[src/rtl/fir_result_pkg.sv]
// Shared constants and the accumulator-to-sample rescaling helper for the FIR
// result buffer.
package fir_result_pkg;

  localparam int ACC_WIDTH         = 19;
  localparam int DEFAULT_SHIFT     = 8;
  localparam int DEFAULT_OUT_WIDTH = 8;
  localparam int DEFAULT_DEPTH     = 4;
  localparam int DROP_MAX          = 255;
  localparam int MAX_OUT_WIDTH     = 16;

  typedef struct packed {
    logic [MAX_OUT_WIDTH-1:0] value;
    logic                     clamped;
  } sat_result_t;

  // Round half up, then clamp to a signed 'width'-bit range.
  function automatic sat_result_t sat_round(input logic signed [ACC_WIDTH:0] x,
                                            input int shift, input int width);
    int          y;
    int          hi;
    int          lo;
    sat_result_t r;
    y = int'(x);
    if (shift > 0) y = (y + (1 << (shift - 1))) >>> shift;
    hi = (1 << (width - 1)) - 1;
    lo = -hi - 1;
    r.clamped = 1'b0;
    if (y > hi) begin
      y         = hi;
      r.clamped = 1'b1;
    end else if (y < lo) begin
      y         = lo;
      r.clamped = 1'b1;
    end
    r.value = MAX_OUT_WIDTH'(y);
    return r;
  endfunction

endpackage

[src/rtl/fir_result_fifo.sv]
// Small power-of-two FIFO with an explicit occupancy counter and no
// write-to-read bypass.
module fir_result_fifo #(
  parameter int WIDTH = 8,
  parameter int DEPTH = 4
) (
  input  logic                     CLK,
  input  logic                     RESET,
  input  logic                     push,
  input  logic                     pop,
  input  logic [WIDTH-1:0]         din,
  output logic [WIDTH-1:0]         dout,
  output logic [$clog2(DEPTH):0]   level,
  output logic                     full,
  output logic                     empty
);

  localparam int PTR_W = $clog2(DEPTH);

  logic [WIDTH-1:0] r_mem [DEPTH];
  logic [PTR_W-1:0] r_wr_ptr;
  logic [PTR_W-1:0] r_rd_ptr;
  logic [PTR_W:0]   r_level;
  logic             w_push;
  logic             w_pop;

  assign empty  = (r_level == '0);
  assign full   = (r_level == (PTR_W + 1)'(DEPTH));
  assign w_pop  = pop && !empty;
  assign w_push = push && (!full || w_pop);

  // NOTE: storage is left unreset; stale entries are never visible because dout is masked while empty.
  always_ff @(posedge CLK) begin
    if (w_push) r_mem[r_wr_ptr] <= din;
  end

  always_ff @(posedge CLK) begin
    if (RESET) begin
      r_wr_ptr <= '0;
      r_rd_ptr <= '0;
      r_level  <= '0;
    end else begin
      if (w_push) r_wr_ptr <= r_wr_ptr + 1'b1;
      if (w_pop)  r_rd_ptr <= r_rd_ptr + 1'b1;
      unique case ({w_push, w_pop})
        2'b10:   r_level <= r_level + 1'b1;
        2'b01:   r_level <= r_level - 1'b1;
        default: r_level <= r_level;
      endcase
    end
  end

  assign dout  = empty ? '0 : r_mem[r_rd_ptr];
  assign level = r_level;

endmodule

[src/rtl/fir_result_buffer.sv]
// Rescales FIR accumulator results to OUT_WIDTH samples and queues them on a
// valid/ready interface with sticky saturation and drop-count status.
module fir_result_buffer
  import fir_result_pkg::*;
#(
  parameter int SHIFT     = DEFAULT_SHIFT,
  parameter int OUT_WIDTH = DEFAULT_OUT_WIDTH,
  parameter int DEPTH     = DEFAULT_DEPTH
) (
  input  logic                   CLK,
  input  logic                   RESET,
  input  logic [31:0]            RESULT,
  input  logic                   OUTPUT_DATA_READY,
  output logic [OUT_WIDTH-1:0]   OUT_DATA,
  output logic                   OUT_VALID,
  input  logic                   OUT_READY,
  output logic                   SAT_FLAG,
  output logic [7:0]             DROP_COUNT,
  output logic [$clog2(DEPTH):0] LEVEL
);

  logic signed [ACC_WIDTH:0] w_x;
  sat_result_t               w_sat;
  logic                      w_unused;
  logic                      r_s1_valid;
  logic                      r_s1_clamped;
  logic [OUT_WIDTH-1:0]      r_s1_data;
  logic                      w_full;
  logic                      w_empty;
  logic                      w_pop;
  logic                      w_push;
  logic                      w_drop;

  assign w_x      = {RESULT[ACC_WIDTH-1], RESULT[ACC_WIDTH-1:0]};
  assign w_sat    = sat_round(w_x, SHIFT, OUT_WIDTH);
  assign w_unused = ^{RESULT[31:ACC_WIDTH], w_sat.value};

  // NOTE: non-blocking assignments so every register samples pre-edge values.
  always_ff @(posedge CLK) begin
    if (RESET) begin
      r_s1_valid   <= 1'b0;
      r_s1_clamped <= 1'b0;
      r_s1_data    <= '0;
    end else begin
      r_s1_valid <= OUTPUT_DATA_READY;
      if (OUTPUT_DATA_READY) begin
        r_s1_data    <= w_sat.value[OUT_WIDTH-1:0];
        r_s1_clamped <= w_sat.clamped;
      end
    end
  end

  // A full FIFO still accepts the sample when the consumer pops in the same cycle.
  assign w_pop  = OUT_READY && !w_empty;
  assign w_push = r_s1_valid && (!w_full || w_pop);
  assign w_drop = r_s1_valid && !w_push;

  always_ff @(posedge CLK) begin
    if (RESET) begin
      SAT_FLAG   <= 1'b0;
      DROP_COUNT <= '0;
    end else begin
      if (r_s1_valid && r_s1_clamped) SAT_FLAG <= 1'b1;
      if (w_drop && (DROP_COUNT != 8'(DROP_MAX))) DROP_COUNT <= DROP_COUNT + 8'd1;
    end
  end

  fir_result_fifo #(
    .WIDTH (OUT_WIDTH),
    .DEPTH (DEPTH)
  ) u_fifo (
    .CLK   (CLK),
    .RESET (RESET),
    .push  (w_push),
    .pop   (w_pop),
    .din   (r_s1_data),
    .dout  (OUT_DATA),
    .level (LEVEL),
    .full  (w_full),
    .empty (w_empty)
  );

  assign OUT_VALID = !w_empty;

endmodule

[config.mk]
export PLATFORM = sky130hd
export DESIGN_NAME = fir_result_buffer
export DESIGN_NICKNAME = d
export VERILOG_FILES = /design/src/rtl/fir_result_pkg.sv /design/src/rtl/fir_result_fifo.sv /design/src/rtl/fir_result_buffer.sv
export SDC_FILE = /design/constraint.sdc
export NUM_CORES = 1
export LEC_CHECK = 0
export ABC_AREA = 1
export CAP_MARGIN = 20
export CORE_ASPECT_RATIO = 1.2
export CORE_MARGIN = 3
export CORE_UTILIZATION = 40
export DETAILED_ROUTE_END_ITERATION = 16
export HOLD_SLACK_MARGIN = 0.03
export PLACE_DENSITY = 0.72
export REMOVE_ABC_BUFFERS = 1
export SYNTH_ARGS = -nofsm -noshare
export SYNTH_HDL_FRONTEND = slang
export SYNTH_SLANG_ARGS = --single-unit
[constraint.sdc]
create_clock -name CLK -period 5.2 [get_ports CLK]
set_input_delay 1.3 -clock CLK [delete_from_list [all_inputs] [get_ports CLK]]
set_output_delay 1.3 -clock CLK [all_outputs]
set_load 0.005 [all_outputs]
# == Yosys cells after proc, flatten, opt, wreduce, memory -nomap -nowiden ==
# Memories as Yosys holds them, arrays and structs flattened. A register that Yosys moved wholly into a read port is not among the register bits.
# Index checks and enable logic that the tools add are counted.
# totals
n_memories,1
elab_cells,45
output_inout_bits,21
mem_bits_rw,32
reg_bits,26
input_bits,36
# mem_list
name,depth,width,read_ports,rd_ports_with_merged_regs,wr,line,source
u_fifo.r_mem,4,8,1,1,1,fir_result_fifo.sv:20,logic [WIDTH-1:0] r_mem [DEPTH];
# op_classes
n_reduce_logical,14
addsub,6
order_cmp,2
mux,10
n_eq_ne,4
# ops
cell,n
$mux W8,3
$add A19 B9 Y20 const B,1
$gt A12 B8 Y1 const B,1
$lt A12 B8 Y1 const B,1
$add A8 B1 Y8 const B,1
$ne A8 B8 Y1 const B,1
$logic_and A1 B1 Y1,7
$pmux W3 S2,1
$add A2 B1 Y2 const B,2
$mux W1,4
$mux W2,2
$add A3 B1 Y3 const B,1
$eq A3 B3 Y1 const B,1
$logic_not A1 Y1,3
$logic_not A3 Y1,1
$sub A3 B1 Y3 const B,1
$eq A2 B1 Y1 const B,1
$eq A2 B2 Y1 const B,1
$logic_or A1 B1 Y1,2
$reduce_bool A2 Y1,1

# == Longest topological paths before layout ==
# logic_depth
ltp_word,8
ltp_mapped,13
depth_no_buf,13

# == By module ==
# From an unflattened synthesis, not the netlist that was laid out.
# unflattened
cells_unflattened,340
hier_area_um2,2909.0
# modules_own_cells
module,cells_per_inst,n_inst,area_each_um2,seq_area_each_um2
fir_result_fifo,159,1,1754.2,1141.1
fir_result_buffer,181,1,1154.9,380.4

# == Worst setup path before layout ==
# Ideal clock, no wire load.
# synth_timing
kind,input to register
startpoint,input port OUT_READY
endpoint,register u_fifo.r_level[2] (netlist: u_fifo.level[2])
t_arrival_ns,2.619
path_slack_ns,2.459
cell_stages,10
required_time_ns,5.078
cell_sequence,inv_1 nand3_1 nand2_1 ha_1 inv_1 fa_1 a21oi_1 o21ai_0 o21ai_0 a21oi_1
# synth_between
elab_chain_len,6
# synth_rtl
element,line,source
"start, declared",fir_result_buffer.sv:16,"input logic OUT_READY,"
$logic_and A1 B1 Y1 (*),fir_result_buffer.sv:54,assign w_pop = OUT_READY && !w_empty;
$logic_or A1 B1 Y1 or $logic_and A1 B1 Y1 (tied branches),"fir_result_buffer.sv:55, fir_result_fifo.sv:29",
$logic_and A1 B1 Y1 or $logic_or A1 B1 Y1 (tied branches),"fir_result_buffer.sv:55, fir_result_fifo.sv:30",
$logic_and A1 B1 Y1,fir_result_fifo.sv:30,assign w_push = push && (!full || w_pop);
$eq A2 B1 Y1 or $eq A2 B2 Y1 (tied branches),fir_result_fifo.sv:45,"unique case ({w_push, w_pop})"
$pmux W3 S2 or $reduce_bool A2 Y1 (tied branches),-,
"end signal, assigned",fir_result_fifo.sv:46,2'b10: r_level <= r_level + 1'b1;
"end signal, assigned",fir_result_fifo.sv:47,2'b01: r_level <= r_level - 1'b1;
"end signal, assigned",fir_result_fifo.sv:48,default: r_level <= r_level;
"end, declared",fir_result_fifo.sv:23,logic [PTR_W:0] r_level;
# Mark *: on every way between the ends. The rest lies on a longest branch, timed or not.
# A chain may end at the register's enable or synchronous reset.

==> run summary <==
Largest net degree at the start of global routing -> 20
Number of synthesized flops with an enable pin -> 32
Post-synthesis mux area share -> 0
Nets -> 402
Syn-to-layout area delta -> 22.0%
TritonCTS buffer count -> 9
GRT Util Overall -> 0.151
Hold Buf Count CTS -> 0
Met3 usage in global routing -> 0.0473
Synthesized cell area -> 2800 um2
Clk slew on worst S/H paths -> 0.06 ns
Initial antenna violation count -> 0
Final HPWL DP -> 3780 um
Hold Fails Final Rpt -> 0
Int Power -> 879 uW
Gr busiest metal -> met2
Worst Setup Start Kind -> register
Grt ovf -> 0
Crit Path Class -> reg -> out
Clk_lat worst skew -> 0.34 ns
Critical Path RT -> 3.90 ns
Seq/Total Area, Yosys -> 0.543
Transition time of the tightest slew-check pin -> 0.823 ns
Routed vias -> 2178
Tcrit/Tclk final -> 0.648
Ant diodes -> 0
CP top delay family -> flip-flops
Reg power frac -> 0.463
Drt total wl -> 5410 um
DR vias/cell -> 4.86
Sw Share -> 0.270
WP buf/inv -> 2
Outcome -> completed
Ys flop type -> edfxtp_1
CTS tree -> built
CP Max Fanout -> 17
Number of global-route vias before repair -> 2187
Syn_area_per_cell -> 8.82 um2
1st-pass router iterations -> 4
Final setup viols -> 0
Clock power share -> 0.331
Crit-path cells -> inv_2 > o21ai_0 > a21oi_1 > clkdlybuf4s50_1
Placed cells -> 432
Post-Synth XOR/XNOR Area -> 0.0125
Root Buffer -> clkbuf_8
Synthesized flop and latch total -> 60
Slew headroom -> 0.449
Largest family of logic cells by synthesized area -> simple AND/OR/NAND/NOR gates
Clk sinks -> 60
Die H -> 97.7 um
Final max-slew violation count -> 0
Setup TNS Final -> 0 ns
Met1 Use GR -> 0.168
Gate power share -> 0.206
Unique masters post-synth -> 31
Synthesized instance count -> 318
Min-Delay Path Class -> reg -> reg
Core footprint -> 6610 um2
Power per Cell Area -> 352 nW/um2
P_sw -> 326 uW
DRC violations left -> 0
Clock buffer depth -> 2
Share of the synthesized area in the top cell type -> 0.343
Top post-synthesis cells by area -> edfxtp_1 (34%), dfxtp_1 (20%), nor2_1 (7.1%)
Initial DRC Count -> 93
Global-route wire length before repair -> 9370 um
Initial Utilization -> 0.424
H-tree depth -> 3
CP max-delay cell -> dfxtp_1
Unrepaired setup endpoints after global routing -> no
Synthesized-area fraction occupied by and/or/nand/nor cells -> 0.222
Worst hold slack -> 0.462 ns
Achievable clock frequency -> 0.297 GHz
Worst EP arrival -> 2.07 ns
Setup crit end kind -> primary output
VDD IR-drop max -> 151 uV
Post-CTS setup buffer count -> 0
Die width -> 82.4 um
Die area -> 8050 um2
Finished Layout Cells -> 448
Compound-Gate Fraction of Synth Area -> 0.122
Routability Congestion -> 0.794
Fraction of the mapped netlist area in adder cells -> 0.0384
Commonest cells post-synth -> nor2_1 (53), nand2_1 (48), edfxtp_1 (32), inv_1 (32), o21ai_0 (32)
Met2 Use GR -> 0.258
# rows -> 32
Top-level I/O count -> 57
Layout cells sized above 1 -> 0.102
Post-synth ARST share -> 0
Max-cap violations -> 0
Leakage -> 0.00129 uW
Core Util, Final -> 0.518
Max stage delay on crit path -> 0.69 ns
Synthesis Warnings -> 0
# fillers -> 619
# resized after CTS -> 0
Minimum clock period -> 3.37 ns
Port-buffer cells -> 36
WL/cell -> 12.1 um
Yosys top cell by area -> edfxtp_1
Count leader, synth -> nor2_1
Post-route ant nets -> 0
Setup Skew -> 0.00748 ns
==> power by group through the flow <==
stage               Combinational (uW)  Sequential (uW)  Clock, uW
floorplan                          130              560          0
global placement                   246              566          0
CTS                                253              559        403
finish                             248              558        399
detailed placement                 250              568          0
global route                       282              564        423
==> worst reg2reg max path: cells and delay by family, from the launching register on <==
kind / cells / cell delay, ns
adder cells (fa/ha/maj): 2 / 0.56
AND/OR/NAND/NOR: 3 / 0.51
AO/OA/AOI/OAI: 4 / 0.49
flip-flops: 1 / 0.38
buffers and inverters: 2 / 0.34
==> final cells by class <==
| class | instances | area [um2] | area share |
|---|---|---|---|
| clock buffers | 13 | 149 | 0.0435 |
| clock inverters | 3 | 37.5 | 0.0110 |
| inverters | 37 | 139 | 0.0406 |
| multi-input cells | 214 | 1110 | 0.324 |
| flip-flops and latches | 60 | 1520 | 0.445 |
| well taps | 85 | 106 | 0.0311 |
| repair buffers | 36 | 360 | 0.105 |
==> sequential cells by signal, summed over array words and instances (netlist names), named ones only <==
| signal | flops |
|---|---|
| SAT_FLAG | 1 |
| r_s1_valid | 1 |
| DROP_COUNT | 8 |
| r_s1_clamped | 1 |
| u_fifo.level | 3 |
| r_s1_data | 8 |
| u_fifo.r_wr_ptr | 2 |
| u_fifo.r_rd_ptr | 2 |
| u_fifo.r_mem | 32 |
==> per-layer routing <==
layer  part of all wire  vias to the layer above  routed length, um
li1                   -                     1131                  -
met2               0.52                       37               2810
met3              0.033                       10                180
met1               0.42                     1000               2300
met5                  0                        -                  0
met4              0.022                        0                119
==> cells by family (layout without fill, tap and decap cells) <==
kind of cell	after synthesis	count (layout)
AOI/OAI and AO/OA	64	64
xor gates and xnor gates	4	4
adders and majority gates	8	8
buffers and inverters	44	89
DFF	60	60
and+or+nand+nor	138	138
==> worst paths after layout <==
path                           startpoint                            to  slack [ns]  depth (start not counted)
max                              register                   OUT_DATA[6]        1.83                          4
min            DROP_COUNT[4]$_SDFFE_PP0P_    DROP_COUNT[4]$_SDFFE_PP0P_        0.46                          2
max reg2reg  u_fifo.level[1]$_SDFFE_PP0P_  u_fifo.level[2]$_SDFFE_PP0P_        2.80                         11
min reg2reg    DROP_COUNT[4]$_SDFFE_PP0P_    DROP_COUNT[4]$_SDFFE_PP0P_        0.46                          2
==> cell usage in the layout, fill, tap and decap left out, types with 7 or more instances in the layout <==
| cell type | n |
|---|---|
| clkdlybuf4s50_1 | 36 |
| clkbuf_8 | 10 |
| a21oi_1 | 24 |
| inv_1 | 32 |
| ha_1 | 7 |
| dfxtp_1 | 28 |
| nand3_1 | 12 |
| nand2_1 | 48 |
| nor2_1 | 53 |
| o21ai_0 | 32 |
| edfxtp_1 | 32 |
==> stage by stage <==
| step | cell area (um2) | worst slack, ns | power [uW] |
|---|---|---|---|
| 2_1_floorplan | 2770 | 2.46 | 689 |
| 4_1_cts | 3420 | 1.80 | 1210 |
| 3_3_place_gp | 3240 | 1.88 | 812 |
| 6_report | 3420 | 1.83 | 1200 |
| 5_1_grt | 3420 | 1.60 | 1270 |
| 3_5_place_dp | 3240 | 1.82 | 819 |
Power figures use the tool's default switching activity.
==> RTL change 1, RTL diff (config.mk and constraints unchanged) <==
Set the package constant `DROP_MAX` to 127 (it was 255).
--- a/src/rtl/fir_result_pkg.sv
+++ b/src/rtl/fir_result_pkg.sv
@@ -7,5 +7,5 @@
   localparam int DEFAULT_OUT_WIDTH = 8;
   localparam int DEFAULT_DEPTH     = 4;
-  localparam int DROP_MAX          = 255;
+  localparam int DROP_MAX          = 127;
   localparam int MAX_OUT_WIDTH     = 16;
 
Behaviour: same outputs for any inputs over 10 cycles, from zero or initial values and one cycle with RESET high; that may be too few to reach the edited logic, so the function may still have changed.
==> RTL change 1 against the original RTL <==
- fmax shrank 0.21%
- setup slack got worse by 0.0072 ns
- wire length fell by 5.1%
- cell count fell by 1.6%
- design area rose by 0.22%
- hold slack better by 0.012 ns
- sequential cell count unchanged
- core utilization is 0.43 points higher
- synthesized cell count shrank 2.2%
- total power up 7.3%
- synthesized area shrank 1.6%
- critical path depth is the same
- critical path type unchanged
- largest power group unchanged
==> RTL change 1: results (changes against the original RTL) <==
gpl.final_weighted_congestion: 0.788  # -0.72%
yosysSeqAreaShare: 0.551  # +0.00886
clk_lat_worst_skew_ns: 0.32  # -0.02 ns
grt_pass1_vias: 1961  # -10%
routed_wirelength_microns: 5140  # -5.1%
power.static_leakage_nw: 1.31  # +1.0%
grt_first_pass_wirelength_microns: 8520  # -9.1%
dr_wl_met3_microns: 222  # +23%
dp_hpwl_microns: 3660  # -3.3%
yosys.cell_types.count: 34  # +9.7%
dpl-instance-area_sq_um: 3190  # -1.4%
worstSetupPathType: "flop to primary output"
track_usage: 0.139  # -0.0124
max-vdd-ir-drop_mv: 0.199  # +32%
iteration_0_drc_count_of_the_detailed_router: 95  # +2.2%
drive_gt1_frac: 0.0927  # -0.00923
met2_length_microns: 2690  # -4.4%
setup_skew_after_layout_ns: 0.00677  # -0.000713 ns
synth.top_cells.by_area: "sky130_fd_sc_hd__edfxtp_1 (35%), sky130_fd_sc_hd__dfxtp_1 (20%), sky130_fd_sc_hd__nor2_1 (7.3%)"
status: "completed"
slew-limit-headroom: 0.477  # +0.0282
grt_max_degree: 18  # -10%
synth_commonest_cells: "sky130_fd_sc_hd__nor2_1 (54), sky130_fd_sc_hd__nand2_1 (44), sky130_fd_sc_hd__edfxtp_1 (32), sky130_fd_sc_hd__inv_1 (32), sky130_fd_sc_hd__o21ai_0 (30)"
via_count: 2116  # -2.8%
hp-start: "u_fifo.r_rd_ptr[1]"
met1_wire_length_microns: 2150  # -6.4%
[RTL change 1: cell count changes after synthesis, moves of 3 or more]
cell | before | now
sky130_fd_sc_hd__inv_2 | 4 | 1
sky130_fd_sc_hd__nand4_1 | 5 | 2
sky130_fd_sc_hd__nand3_1 | 12 | 15
sky130_fd_sc_hd__nand2_1 | 48 | 44
sky130_fd_sc_hd__a21oi_1 | 24 | 29
sky130_fd_sc_hd__a21oi_2 | 6 | 1
[RTL change 1: power by group through the flow]
| stage | sequential [mW] | combinational, mW | clock, mW |
|---|---|---|---|
| final | 0.558 | 0.244 | 0.491 |
| after global routing | 0.563 | 0.280 | 0.523 |
| after CTS | 0.558 | 0.248 | 0.503 |
| after detailed placement | 0.569 | 0.247 | 0 |
| after global placement | 0.567 | 0.241 | 0 |
| after floorplan | 0.560 | 0.127 | 0 |
[RTL change 1: worst reg2reg max path, stage by stage, from the launching register on]
cell	delay, ns
sky130_fd_sc_hd__dfxtp_1	0.38
sky130_fd_sc_hd__nor2_1	0.07
sky130_fd_sc_hd__nand2_1	0.08
sky130_fd_sc_hd__clkinv_1	0.28
sky130_fd_sc_hd__nor2_1	0.34
sky130_fd_sc_hd__ha_1	0.19
sky130_fd_sc_hd__inv_1	0.06
sky130_fd_sc_hd__fa_1	0.38
sky130_fd_sc_hd__a21oi_1	0.15
sky130_fd_sc_hd__o21ai_0	0.12
sky130_fd_sc_hd__o21ai_0	0.17
sky130_fd_sc_hd__a21oi_1	0.05
[RTL change 1: kinds of logic after synthesis]
family                   Yosys count  share of synthesized area
AND/OR/NAND/NOR                  133                      0.218
AO/OA/AOI/OAI                     66                      0.123
flip-flops                        60                      0.551
buffers and inverters             41                     0.0590
adder cells (fa/ha/maj)            8                     0.0390
XOR/XNOR                           3                    0.00953
[RTL change 1: area by class of cell]
type / count / area (sq um)
fill: 631 / 3140
sequential: 60 / 1520
multi-input combinational: 210 / 1070
timing repair buffer: 36 / 360
clock buffer: 10 / 128
inverter: 34 / 128
clock inverter: 6 / 111
tap: 85 / 106
[RTL change 1: stage by stage]
stage / setup WS (ns) / power, mW / std cells / hold WS [ns] / util
floorplan: 2.46 / 0.687 / 304 / 0.437 / -
global placement: 1.88 / 0.808 / 425 / 0.453 / 0.486
detailed placement: 1.82 / 0.816 / 425 / 0.457 / 0.486
CTS: 1.80 / 1.31 / 441 / 0.482 / 0.522
global route: 1.66 / 1.37 / 441 / 0.506 / 0.522
finish: 1.82 / 1.29 / 441 / 0.474 / 0.522
[RTL change 1: routing by layer]
metal  vias to the layer above  GRT usage
met5                         -          0
met4                         0     0.0575
met1                       952      0.161
met3                         6     0.0428
li1                       1111          -
met2                        47      0.232
==> RTL change 2, RTL diff (same flow settings) <==
Made on the original files. Reset style: asynchronous (`RESET`), changed in 3 clocked blocks.
--- a/src/rtl/fir_result_fifo.sv
+++ b/src/rtl/fir_result_fifo.sv
@@ -35,5 +35,5 @@
   end
 
-  always_ff @(posedge CLK) begin
+  always_ff @(posedge CLK or posedge RESET) begin
     if (RESET) begin
       r_wr_ptr <= '0;
--- a/src/rtl/fir_result_buffer.sv
+++ b/src/rtl/fir_result_buffer.sv
@@ -37,5 +37,5 @@
 
   // NOTE: non-blocking assignments so every register samples pre-edge values.
-  always_ff @(posedge CLK) begin
+  always_ff @(posedge CLK or posedge RESET) begin
     if (RESET) begin
       r_s1_valid   <= 1'b0;
@@ -56,5 +56,5 @@
   assign w_drop = r_s1_valid && !w_push;
 
-  always_ff @(posedge CLK) begin
+  always_ff @(posedge CLK or posedge RESET) begin
     if (RESET) begin
       SAT_FLAG   <= 1'b0;
Function: differs if RESET is asserted again (counterexample within 4 cycles, from zero or initial values and one cycle with RESET high); with RESET held inactive, the same outputs for 10 cycles.
==> RTL change 2 against the original RTL <==
- highest routed layer unchanged
- design area up 2.0%
- setup slack worse by 0.10 ns
- hold slack worse by 0.0030 ns
- wire length down 5.3%
- synthesized area up 0.62%
- critical path depth up 1
- sequential cell count down 2
- core utilization up 0.74 points
Power is not compared: it rests on default switching activity, and its combinational part moved more than twofold at a synthesized area within 25%.
==> RTL change 2: results (changes against the original RTL) <==
cp_slowest_stage_delay_ns: 0.52  # -0.17 ns
gpl.final_weighted_congestion: 0.736  # -7.3%
status: "completed"
finalNetCount: 370  # -8.0%
iteration_0_drc_count_of_the_detailed_router: 75  # -19%
synth_commonest_cells: "sky130_fd_sc_hd__nand2_1 (60), sky130_fd_sc_hd__nor2_1 (45), sky130_fd_sc_hd__edfxtp_1 (32)"
grt_pass1_vias: 1861  # -15%
grt_first_pass_wirelength_microns: 8600  # -8.2%
numCtsBuffers: 9  # unchanged
track_usage: 0.140  # -0.0118
cpLargestDelayFamily: "buffers and inverters"
slew-limit-headroom: 0.471  # +0.0223
syn-instance-count: 283  # -11%
synth.top_cells.by_area: "sky130_fd_sc_hd__edfxtp_1 (34%), sky130_fd_sc_hd__dfrtp_1 (23%), sky130_fd_sc_hd__nand2_1 (8.0%)"
rr_startpoint: "u_fifo.level[0]"
worstReg2RegEnd: "u_fifo.level[2]"
worst_hold_path.endpoint: "SAT_FLAG"
fillerInstances: 628  # +1.5%
vias_per_cell: 4.62  # -4.9%
cts-root-buf: "sky130_fd_sc_hd__clkbuf_8"
reg2reg_slack_ns: 3.14  # +0.34 ns
hp-class: "flop to flop"
grt_max_degree: 27  # +35%
dominantRegCellSynth: "sky130_fd_sc_hd__edfxtp_1"
yosys.cell_types.count: 32  # +3.2%
worst_ep_arrival_time_ns: 2.17  # +0.10 ns
detail_route.wl_per_cell_microns: 12.3  # +2.0%
hp-start: "SAT_FLAG"
routed_wirelength_microns: 5120  # -5.3%
max-vdd-ir-drop_mv: 0.205
setup_skew_after_layout_ns: 0.00729  # -0.000193 ns
crit_fanout: 9  # -8
setup.worst_path.end: "OUT_DATA[0]"
holdPathStages: 1  # -1
post-cts-setup-buffers: 0  # unchanged
numPortBuffers: 36  # unchanged
drive_gt1_frac: 0.115  # +0.0129
seq-power_mw: 0.683
synth_async_sr_flop_share: 0.448  # +0.448
dp_hpwl_microns: 3650  # -3.5%
critPathSlowestCell: "sky130_fd_sc_hd__dfrtp_1"
yosysSeqAreaShare: 0.571  # +0.0286
layout_top_registers: "u_fifo.r_mem (32), DROP_COUNT (8), r_s1_data (8)"
dp.cells: 399  # -7.6%
worstRegToRegCells: 9  # -2
critical_path.startpoint: "u_fifo.r_rd_ptr[1]"
==> RTL change 2: cell types whose count changed after synthesis, sizes merged, moves of 2 or more <==
cell | unedited run | this run
nand3 | 14 | 7
dfxtp | 28 | 0
nor2 | 60 | 51
nand2 | 53 | 68
xor2 | 2 | 12
a21oi | 30 | 13
inv | 36 | 24
clkbuf | 4 | 2
dfrtp | 0 | 26
or2 | 2 | 0
xnor2 | 2 | 6
o21ai | 34 | 20
==> RTL change 2: metal layers <==
metal / GRT usage / up-vias / wire, microns
li1: - / 1005 / -
met1: 0.164 / 878 / 2170
met2: 0.241 / 34 / 2700
met3: 0.0314 / 6 / 176
met4: 0.0566 / 0 / 79
met5: 0 / - / 0
==> RTL change 2: kinds of logic (layout without fill, tap and decap cells) <==
kind of cell	Yosys count	count (layout)	synth area share
AOI/OAI and AO/OA	35	35	0.0701
adders and majority gates	8	8	0.0381
buffers and inverters	31	79	0.0461
and+or+nand+nor	132	132	0.215
muxes	1	1	0.00399
xor gates and xnor gates	18	18	0.0559
DFF	58	58	0.571
==> RTL change 2: stage by stage <==
step / hold slack (ns) / setup WS, ns / area, sq um / total power [mW] / util
global route: 0.492 / 1.46 / 3490 / 1.77 / 0.525
detailed placement: 0.446 / 1.90 / 3260 / 1.23 / 0.490
CTS: 0.465 / 1.67 / 3460 / 1.67 / 0.521
global placement: 0.443 / 1.93 / 3260 / 1.21 / 0.490
floorplan: 0.451 / 2.47 / 2790 / 0.960 / -
finish: 0.459 / 1.73 / 3490 / 1.65 / 0.525
==> RTL change 2: layout make-up <==
cell class | count | area share
Multi-Input combinational cell | 194 | 0.309
Tap cell | 85 | 0.0305
Sequential cell | 58 | 0.461
Timing Repair Buffer | 37 | 0.111
Clock inverter | 6 | 0.0233
Inverter | 26 | 0.0279
Clock buffer | 10 | 0.0365
